`src/rtl/lut_sweep_ctrl.sv`:
```
// lut_sweep_ctrl
//   Walks a small N_IN-input combinational LUT through every input vector,
//   samples its output after a settle delay, builds the observed truth table
//   and compares it against an expected table latched at start.
//
// Ports
//   clk        rising-edge clock
//   rst        synchronous active-high reset, overrides everything
//   start      one-cycle sweep request, honoured only when idle
//   expected   expected truth table (bit i = F for input index i)
//   f_in       LUT output F
//   lut_in     LUT input drive (MSB = first LUT input)
//   busy       high for the whole sweep
//   done       one-cycle completion pulse
//   truth      captured truth table
//   pass       truth matched expected; valid from done until next start
//   fail_count number of mismatching entries
//   first_fail lowest mismatching index, 0 when pass
module lut_sweep_ctrl #(
   parameter int unsigned N_IN       = 3,
   parameter int unsigned SETTLE_CYC = 2
) (
   input  logic                    clk,
   input  logic                    rst,
   input  logic                    start,
   input  logic [(1<<N_IN)-1:0]    expected,
   input  logic                    f_in,
   output logic [N_IN-1:0]         lut_in,
   output logic                    busy,
   output logic                    done,
   output logic [(1<<N_IN)-1:0]    truth,
   output logic                    pass,
   output logic [N_IN:0]           fail_count,
   output logic [N_IN-1:0]         first_fail
);

   typedef enum logic [1:0] {IDLE, SETTLE, SAMPLE, DONE} state_t;

   // Settle counter compares against SETTLE_CYC-1; clamped so a zero
   // settle time still elaborates (SETTLE is never entered in that case).
   localparam logic [3:0] SETTLE_LAST = 4'((SETTLE_CYC > 0) ? SETTLE_CYC - 1 : 0);

   state_t                  state, state_next;
   logic [3:0]              settle_cnt;
   logic [(1<<N_IN)-1:0]    exp_q;
   logic                    mismatch;
   logic                    last_vec;

   assign mismatch = (f_in != exp_q[lut_in]);
   assign last_vec = (lut_in == '1);

   always_ff @(posedge clk) begin
      if (rst) state <= IDLE;
      else     state <= state_next;
   end

   always_comb begin
      state_next = state;
      busy       = 1'b0;
      done       = 1'b0;
      case (state)
         IDLE: begin
            if (start) begin
               if (SETTLE_CYC > 0) state_next = SETTLE;
               else                state_next = SAMPLE;
            end
         end
         SETTLE: begin
            busy = 1'b1;
            if (settle_cnt == SETTLE_LAST) state_next = SAMPLE;
         end
         SAMPLE: begin
            busy = 1'b1;
            if (last_vec)            state_next = DONE;
            else if (SETTLE_CYC > 0) state_next = SETTLE;
            else                     state_next = SAMPLE;
         end
         DONE: begin
            done       = 1'b1;
            state_next = IDLE;
         end
         default: state_next = IDLE;
      endcase
   end

   always_ff @(posedge clk) begin
      if (rst) begin
         settle_cnt <= '0;
         exp_q      <= '0;
         lut_in     <= '0;
         truth      <= '0;
         pass       <= 1'b0;
         fail_count <= '0;
         first_fail <= '0;
      end else begin
         case (state)
            IDLE: begin
               if (start) begin
                  exp_q      <= expected;
                  truth      <= '0;
                  pass       <= 1'b0;
                  fail_count <= '0;
                  first_fail <= '0;
                  lut_in     <= '0;
                  settle_cnt <= '0;
               end
            end
            SETTLE: begin
               if (settle_cnt == SETTLE_LAST) settle_cnt <= '0;
               else                           settle_cnt <= settle_cnt + 4'd1;
            end
            SAMPLE: begin
               truth[lut_in] <= f_in;
               if (mismatch) begin
                  fail_count <= fail_count + 1'b1;
                  if (fail_count == '0) first_fail <= lut_in;
               end
               // pass is resolved on the final sample edge so that it is
               // already valid during the done cycle.
               if (last_vec) pass <= (fail_count == '0) && !mismatch;
               else          lut_in <= lut_in + 1'b1;
            end
            DONE: begin
               lut_in <= '0;
            end
            default: ;
         endcase
      end
   end

endmodule

```
`config.mk`:
```
export PLATFORM = sky130hd
export DESIGN_NAME = lut_sweep_ctrl
export DESIGN_NICKNAME = d
export VERILOG_FILES = /design/src/rtl/lut_sweep_ctrl.sv
export SDC_FILE = /design/constraint.sdc
export NUM_CORES = 1
export LEC_CHECK = 0
export ABC_AREA = 0
export BUFFER_PORTS_ARGS = -buffer_cell sky130_fd_sc_hd__buf_2
export CAP_MARGIN = 5
export CORE_MARGIN = 3
export CORE_UTILIZATION = 47
export CTS_CLUSTER_DIAMETER = 80
export DETAILED_ROUTE_END_ITERATION = 12
export HOLD_SLACK_MARGIN = 0.06
export PLACE_DENSITY = 0.72
export SYNTH_ARGS = -nofsm -noshare
export SYNTH_HDL_FRONTEND = slang
export SYNTH_SLANG_ARGS = --single-unit
export TNS_END_PERCENT = 1
```
`constraint.sdc`:
```
create_clock -name clk -period 2.1 [get_ports clk]
set_clock_uncertainty 0.15 [all_clocks]
set_input_delay 0.525 -clock clk [delete_from_list [all_inputs] [get_ports clk]]
set_output_delay 0.525 -clock clk [all_outputs]
set_load 0.01 [all_outputs]
```
==> metrics, run 1 <==
drt total wl 3.42 mm; worst reg2reg endpoint fail_count[2]$_SDFFE_PP0P_; #FFs+latches synth 33; PortBufs 32; CTS tree done; vias in the first global route 1357; clk slew on worst S/H paths 0.06 ns; register share of total power 37.6%; Hold Slack 0.306 ns; most used routing layer met2; Std-Cell Rows 21; H-tree levels 2; Tcrit/Tclk final 96.9%; Net Count, Synth 229; post-route setup slack 0.0653 ns; hpwl dp 2.63 mm; die height 66.8 um; Commonest cells post-synth 33 x dfxtp_1, 32 x nand2_1, 24 x a21oi_1, 14 x nor2_1, 10 x ha_1; Post-Syn Area 0.00174 mm2; ant diodes 0; Primary FF master, synth dfxtp_1; Critical R2R Launch lut_in[0]$_SDFFE_PP0P_; CTS Buf Count 5; Post-CTS Setup Inserts 0; status finished, final reports clean; cell taking the most area after synthesis dfxtp_1; pre-CTS WS -0.0546 ns; Synth top area share 38.0%; FFs w/ async S/R, synth 0%; Die ar. 0.00446 mm2; dpl cell area 0.00197 mm2; GR Layer Usage met3 6.75%; Design Area, Final 0.00206 mm2; placed insts 287; Worst Max-Slew Pin Slew 0.483 ns; M2 GR Usage 26.6%; Final nets 270; cells along the critical path mux2i_1 > mux4_2 > mux2i_2 > buf_4 > or3_1 > a21oi_1; Netlist cell types 43; final core occ 59.9%; register-to-register setup slack 0.07 ns; Via density 5.18; final setup violation count 0; combinational share of power 38.1%; sequential element share of the synthesized area 38.0%; Pwr Density 940 mW/mm2; initial DRC count 50; clock share of power 24.3%; GR Util All Layers 17.9%; Max Fclk 491 MHz; final hold violations 0; most frequent cell after synthesis dfxtp_1; initial antenna violation count 0; Routed Antenna Nets 0; critical path class flip-flop to flip-flop; clock sink total 33; starting density of the core 50.5%; Residual DRC 0; IO Count 33; global placer's final weighted congestion 0.786; Slew Limit Fails 0; Rel. slew slack 67.6%; CP max-delay cell mux4_2; P_sw 0.696 mW; Max-cap violations 0; largest net degree at the start of global routing 15; clock buffer depth 2; first-pass GRT wire length 6.04 mm; Pre-antenna DRT Iters 4; CP Max Fanout 6; largest cells by area after synthesis dfxtp_1 38%, ha_1 7.2%, a21oi_1 6.9%; min-delay worst type flip-flop to flip-flop; root buf cell clkbuf_8; share of post-route cells with drive strength above 1 27.4%; WL per Instance 11.6 um; Int Power 1.24 mW; post-layout minimum cycle time 2.03 ns; worst-case vdd ir drop 0.000614 V; Crit. End Element flip-flop; Critical Path End fail_count[2]$_SDFFE_PP0P_; Data arrival, critical path 2.10 ns; Critical Path Max Stage Delay 0.48 ns; crit start category flip-flop; leak pwr 0.873 nW; worst setup path startpoint lut_in[0]$_SDFFE_PP0P_; WP data required 2.17 ns; synthesized area per cell 8.40 um2; post-route insts no fill 294; filler instances 332; switching share of total power 35.9%; Mapped Cells 207; core area 0.00344 mm2; Yosys warnings 0; M1 GR Usage 23.6%; Worst R2R Path Depth 6; clk_lat worst skew 0.28 ns; Die Wd 66.8 um; RSZ-0062 raised after global routing no; Overflow after GRT 0; total vias in the final route 1522; Area growth syn-to-layout 18.7%; EDFF count, synth 0
-- flip-flops by register name (all words and copies together), names as in the netlist --
name        flops
first_fail      3
truth           8
fail_count      4
exp_q           8
pass            1
settle_cnt      4
state           2
lut_in          3
-- critical path: cells and delay by family (launching register included) --
family / cells / cell delay, ns
muxes: 3 / 0.81
DFF: 1 / 0.37
and+or+nand+nor: 1 / 0.33
buffers and inverters: 1 / 0.17
AOI/OAI and AO/OA: 1 / 0.14
-- metal layers --
| layer | routed length (um) | part of all wire [%] |
|---|---|---|
| met2 | 1500 | 44 |
| met4 | 51 | 1.5 |
| met3 | 220 | 6.4 |
| met1 | 1640 | 48 |
| met5 | 0 | 0 |
-- placed cells by master, fill, tap and decap left out, types with 2 or more instances in the layout --
cell,synthesis,routed
a21o_1,2,2
ha_1,10,10
clkbuf_8,1,6
buf_2,3,32
nor2b_1,3,2
o32ai_1,3,3
o21ai_1,7,7
nor3b_1,2,2
a21oi_1,24,24
mux2i_1,6,5
or2b_2,2,2
nand4_1,3,3
a211oi_1,2,2
o21ai_0,6,6
nand2_1,32,32
nand4b_1,2,2
nand2b_1,2,2
nor2_1,14,14
inv_2,2,2
a32oi_1,2,2
buf_4,1,16
or3_1,2,2
inv_1,8,8
and2b_2,2,2
a22oi_1,5,5
dfxtp_1,33,32
nor3_1,5,5
xor2_1,2,2
-- layout make-up --
class / count / area, um2 / share of cell area (%)
Timing Repair Buffer: 48 / 280 / 13.6
Clock buffer: 7 / 86.3 / 4.18
Multi-Input combinational cell: 150 / 937 / 45.4
Inverter: 10 / 37.5 / 1.82
Tap cell: 46 / 57.6 / 2.79
Sequential cell: 33 / 664 / 32.2
-- cells by family after synthesis --
logic type | after synthesis | synth area share, %
fa+ha+maj | 10 | 7.20
simple gates | 78 | 22.3
xor+xnor | 2 | 1.01
mux | 7 | 4.75
compound gates | 53 | 18.3
buf+inv | 24 | 8.42
flops | 33 | 38.0
-- power by group through the flow --
stage	Clock [mW]	Sequential (mW)	Combinational (mW)
6_report	0.471	0.729	0.739
5_1_grt	0.520	0.738	0.857
4_1_cts	0.491	0.729	0.738
3_5_place_dp	0	0.741	0.736
3_3_place_gp	0	0.742	0.727
2_1_floorplan	0	0.740	0.533
-- metrics by stage --
stage	TNS (ns)	power (mW)
after global placement	-0.00141	1.47
after global routing	0	2.11
after CTS	0	1.96
after floorplan	0	1.27
after detailed placement	-0.126	1.48
final	0	1.94
-- worst min-delay path by stage --
stage / start / slack (ns) / cells past startpoint / end
after detailed placement: exp_q[5]$_SDFFE_PP0P_ / 0.30 / 2 / exp_q[5]$_SDFFE_PP0P_
after global placement: exp_q[5]$_SDFFE_PP0P_ / 0.30 / 2 / exp_q[5]$_SDFFE_PP0P_
after global routing: expected[5] / 0.32 / 3 / exp_q[5]$_SDFFE_PP0P_
final: exp_q[5]$_SDFFE_PP0P_ / 0.31 / 2 / exp_q[5]$_SDFFE_PP0P_
after floorplan: exp_q[0]$_SDFFE_PP0P_ / 0.29 / 2 / exp_q[0]$_SDFFE_PP0P_
after CTS: exp_q[5]$_SDFFE_PP0P_ / 0.31 / 2 / exp_q[5]$_SDFFE_PP0P_
-- what timing repair did --
| item | CTS | global route |
|---|---|---|
| resized for setup | 1 | 3 |
| hold buffers | 0 | 0 |
| gates cloned | 0 | 0 |
| endpoints found under the setup margin | 4 | 6 |
(Power assumes the default switching activity.)
==> run 2, diff against run 1 <==
- CORE_UTILIZATION: 47 -> 41
- PLACE_DENSITY: 0.72 -> 0.64
==> metrics, run 2 (synthesis gave the netlist of run 1 again) <==
clk slew on worst S/H paths 0.06 ns (about the same); drt total wl 3.74 mm (was 3.42 mm); crit start category flip-flop (unchanged); total power 1.95 mW (was 1.94 mW); largest net degree at the start of global routing 22 (was 15); Area growth syn-to-layout 18.0% (was 18.7%); Via density 5.16 (was 5.18); clk_lat worst skew 0.28 ns (about the same); Die ar. 0.00506 mm2 (was 0.00446 mm2); post-layout minimum cycle time 2.01 ns (was 2.03 ns); register-to-register setup slack 0.09 ns (was 0.07 ns); Critical R2R Launch lut_in[0]$_SDFFE_PP0P_ (unchanged); Post-CTS Setup Inserts 0 (unchanged); clock buffer depth 2 (unchanged); pre-CTS WS 0.0265 ns (was -0.0546 ns); final core occ 50.5% (was 59.9%); IO Count 33 (unchanged); Crit. End Element flip-flop (unchanged); Total Neg Setup Slack 0 ns (unchanged); initial antenna violation count 0 (unchanged); Largest regs exp_q (8), truth (8) (unchanged); Std-Cell Rows 23 (was 21); switching share of total power 36.7% (was 35.9%); commonest non-fill, non-tap cells in the layout 32 x nand2_1, 32 x dfxtp_1, 32 x buf_2 (unchanged); Tcrit/Tclk final 95.9% (was 96.9%); WP data required 2.17 ns (about the same); register share of total power 37.3% (was 37.6%); H-tree levels 2 (unchanged); Int Power 1.24 mW (about the same); cells along the critical path mux2i_1 > mux4_2 > mux2i_2 > buf_4 > or3_1 > a21oi_1 (unchanged); CTS Buf Count 5 (unchanged); min-delay worst type flip-flop to flip-flop (unchanged); Final nets 268 (was 270); Max Fclk 497 MHz (was 491 MHz); Pre-antenna DRT Iters 4 (unchanged); ant diodes 0 (unchanged); Hold Crit Depth 2 (unchanged); hold_sp exp_q[2]$_SDFFE_PP0P_ (was exp_q[5]$_SDFFE_PP0P_); P_sw 0.717 mW (was 0.696 mW); post-route setup slack 0.0862 ns (was 0.0653 ns); hpwl dp 2.66 mm (was 2.63 mm); CTS tree done (unchanged); root buf cell clkbuf_8 (unchanged); global placer's final weighted congestion 0.890 (was 0.786); Residual DRC 0 (unchanged); Die Wd 71.1 um (was 66.8 um); CP Max Fanout 8 (was 6); final setup violation count 0 (unchanged); Overflow after GRT 0 (unchanged); WL per Instance 12.6 um (was 11.6 um); WP buf/inv 1 (unchanged); Worst Max-Slew Pin Slew 0.489 ns (was 0.483 ns); combinational share of power 38.0% (was 38.1%); Routed Antenna Nets 0 (unchanged); share of post-route cells with drive strength above 1 26.4% (was 27.4%); Hold Slack 0.305 ns (was 0.306 ns); Critical Path Max Stage Delay 0.50 ns (was 0.48 ns); CP max-delay cell mux4_2 (unchanged); first-pass GRT wire length 6.19 mm (was 6.04 mm); initial DRC count 66 (was 50); PortBufs 32 (unchanged); vias in the first global route 1348 (was 1357); clock sink total 33 (unchanged); RSZ-0062 raised after global routing no (unchanged); status finished, final reports clean (unchanged); critical path class flip-flop to flip-flop (unchanged); final hold violations 0 (unchanged); starting density of the core 42.8% (was 50.5%); CTS Hold Bufs 0 (unchanged); Hold EP exp_q[2]$_SDFFE_PP0P_ (was exp_q[5]$_SDFFE_PP0P_); total vias in the final route 1528 (was 1522); Data arrival, critical path 2.09 ns (was 2.10 ns); Max-cap violations 0 (unchanged); worst reg2reg endpoint fail_count[3]$_SDFFE_PP0P_ (was fail_count[2]$_SDFFE_PP0P_); Rel. slew slack 67.2% (was 67.6%); Slew Limit Fails 0 (unchanged); Pwr Density 953 mW/mm2 (was 940 mW/mm2); GR Util All Layers 15.5% (was 17.9%); clock share of power 24.7% (was 24.3%); Worst R2R Path Depth 6 (unchanged); worst-case vdd ir drop 0.000513 V (was 0.000614 V); core area 0.00406 mm2 (was 0.00344 mm2); leak pwr 0.862 nW (was 0.873 nW); delay-heaviest family, CP multiplexers (unchanged); die height 71.1 um (was 66.8 um)
## run 2: changes by cell type in the layout (fill, tap and decap cells not counted), sizes merged
cell and change:
buf -2
## run 2: power groups by stage
| stage | sequential, mW | combinational (mW) | clock (mW) |
|---|---|---|---|
| after CTS | 0.729 | 0.741 | 0.492 |
| after global routing | 0.736 | 0.832 | 0.525 |
| after global placement | 0.741 | 0.732 | 0 |
| final | 0.730 | 0.743 | 0.482 |
| after detailed placement | 0.743 | 0.735 | 0 |
| after floorplan | 0.740 | 0.533 | 0 |
## run 2: cell type report
| cell class | count | area [um2] |
|---|---|---|
| clock buffer | 7 | 86.3 |
| fill | 402 | 2010 |
| inverter | 10 | 37.5 |
| multi-input combinational | 150 | 935 |
| sequential | 33 | 664 |
| tap | 50 | 62.6 |
| timing repair buffer | 46 | 265 |
## run 2: worst max path at each step
stage                                      start                          to  slack [ns]  cells after the start
after floorplan           lut_in[0]$_SDFFE_PP0P_  fail_count[2]$_SDFFE_PP0P_        0.07                      7
after global placement    lut_in[0]$_SDFFE_PP0P_  fail_count[2]$_SDFFE_PP0P_        0.08                      6
after detailed placement  lut_in[0]$_SDFFE_PP0P_  fail_count[2]$_SDFFE_PP0P_        0.03                      6
after CTS                 lut_in[0]$_SDFFE_PP0P_  fail_count[3]$_SDFFE_PP0P_        0.09                      6
after global routing      lut_in[0]$_SDFFE_PP0P_  fail_count[2]$_SDFFE_PP0P_       0.001                      6
final                     lut_in[0]$_SDFFE_PP0P_  fail_count[3]$_SDFFE_PP0P_        0.09                      6
## run 2: metrics by stage
stage	area [um2]	std cells
final	2050	296
after CTS	2040	296
after detailed placement	1960	289
after floorplan	1740	207
after global routing	2050	296
after global placement	1960	289
## run 2: layer usage
| metal | vias up | track usage, % | part of all wire [%] |
|---|---|---|---|
| li1 | 792 | - | - |
| met1 | 680 | 20.5 | 51 |
| met2 | 46 | 21.8 | 41 |
| met3 | 10 | 6.39 | 5.7 |
| met4 | 0 | 6.89 | 2.4 |
| met5 | - | 0 | 0 |
## run 2: worst reg2reg max path, delay by kind of cell (launching register included)
kind            cells  cell delay [ns]
mux                 3             0.80
flops               1             0.37
simple gates        1             0.34
buf+inv             1             0.16
compound gates      1             0.13
## run 2: what timing repair did
action / CTS / global route
setup endpoints to repair: 1 / 2
gates resized for setup: 1 / 2
pin swaps: 0 / 1
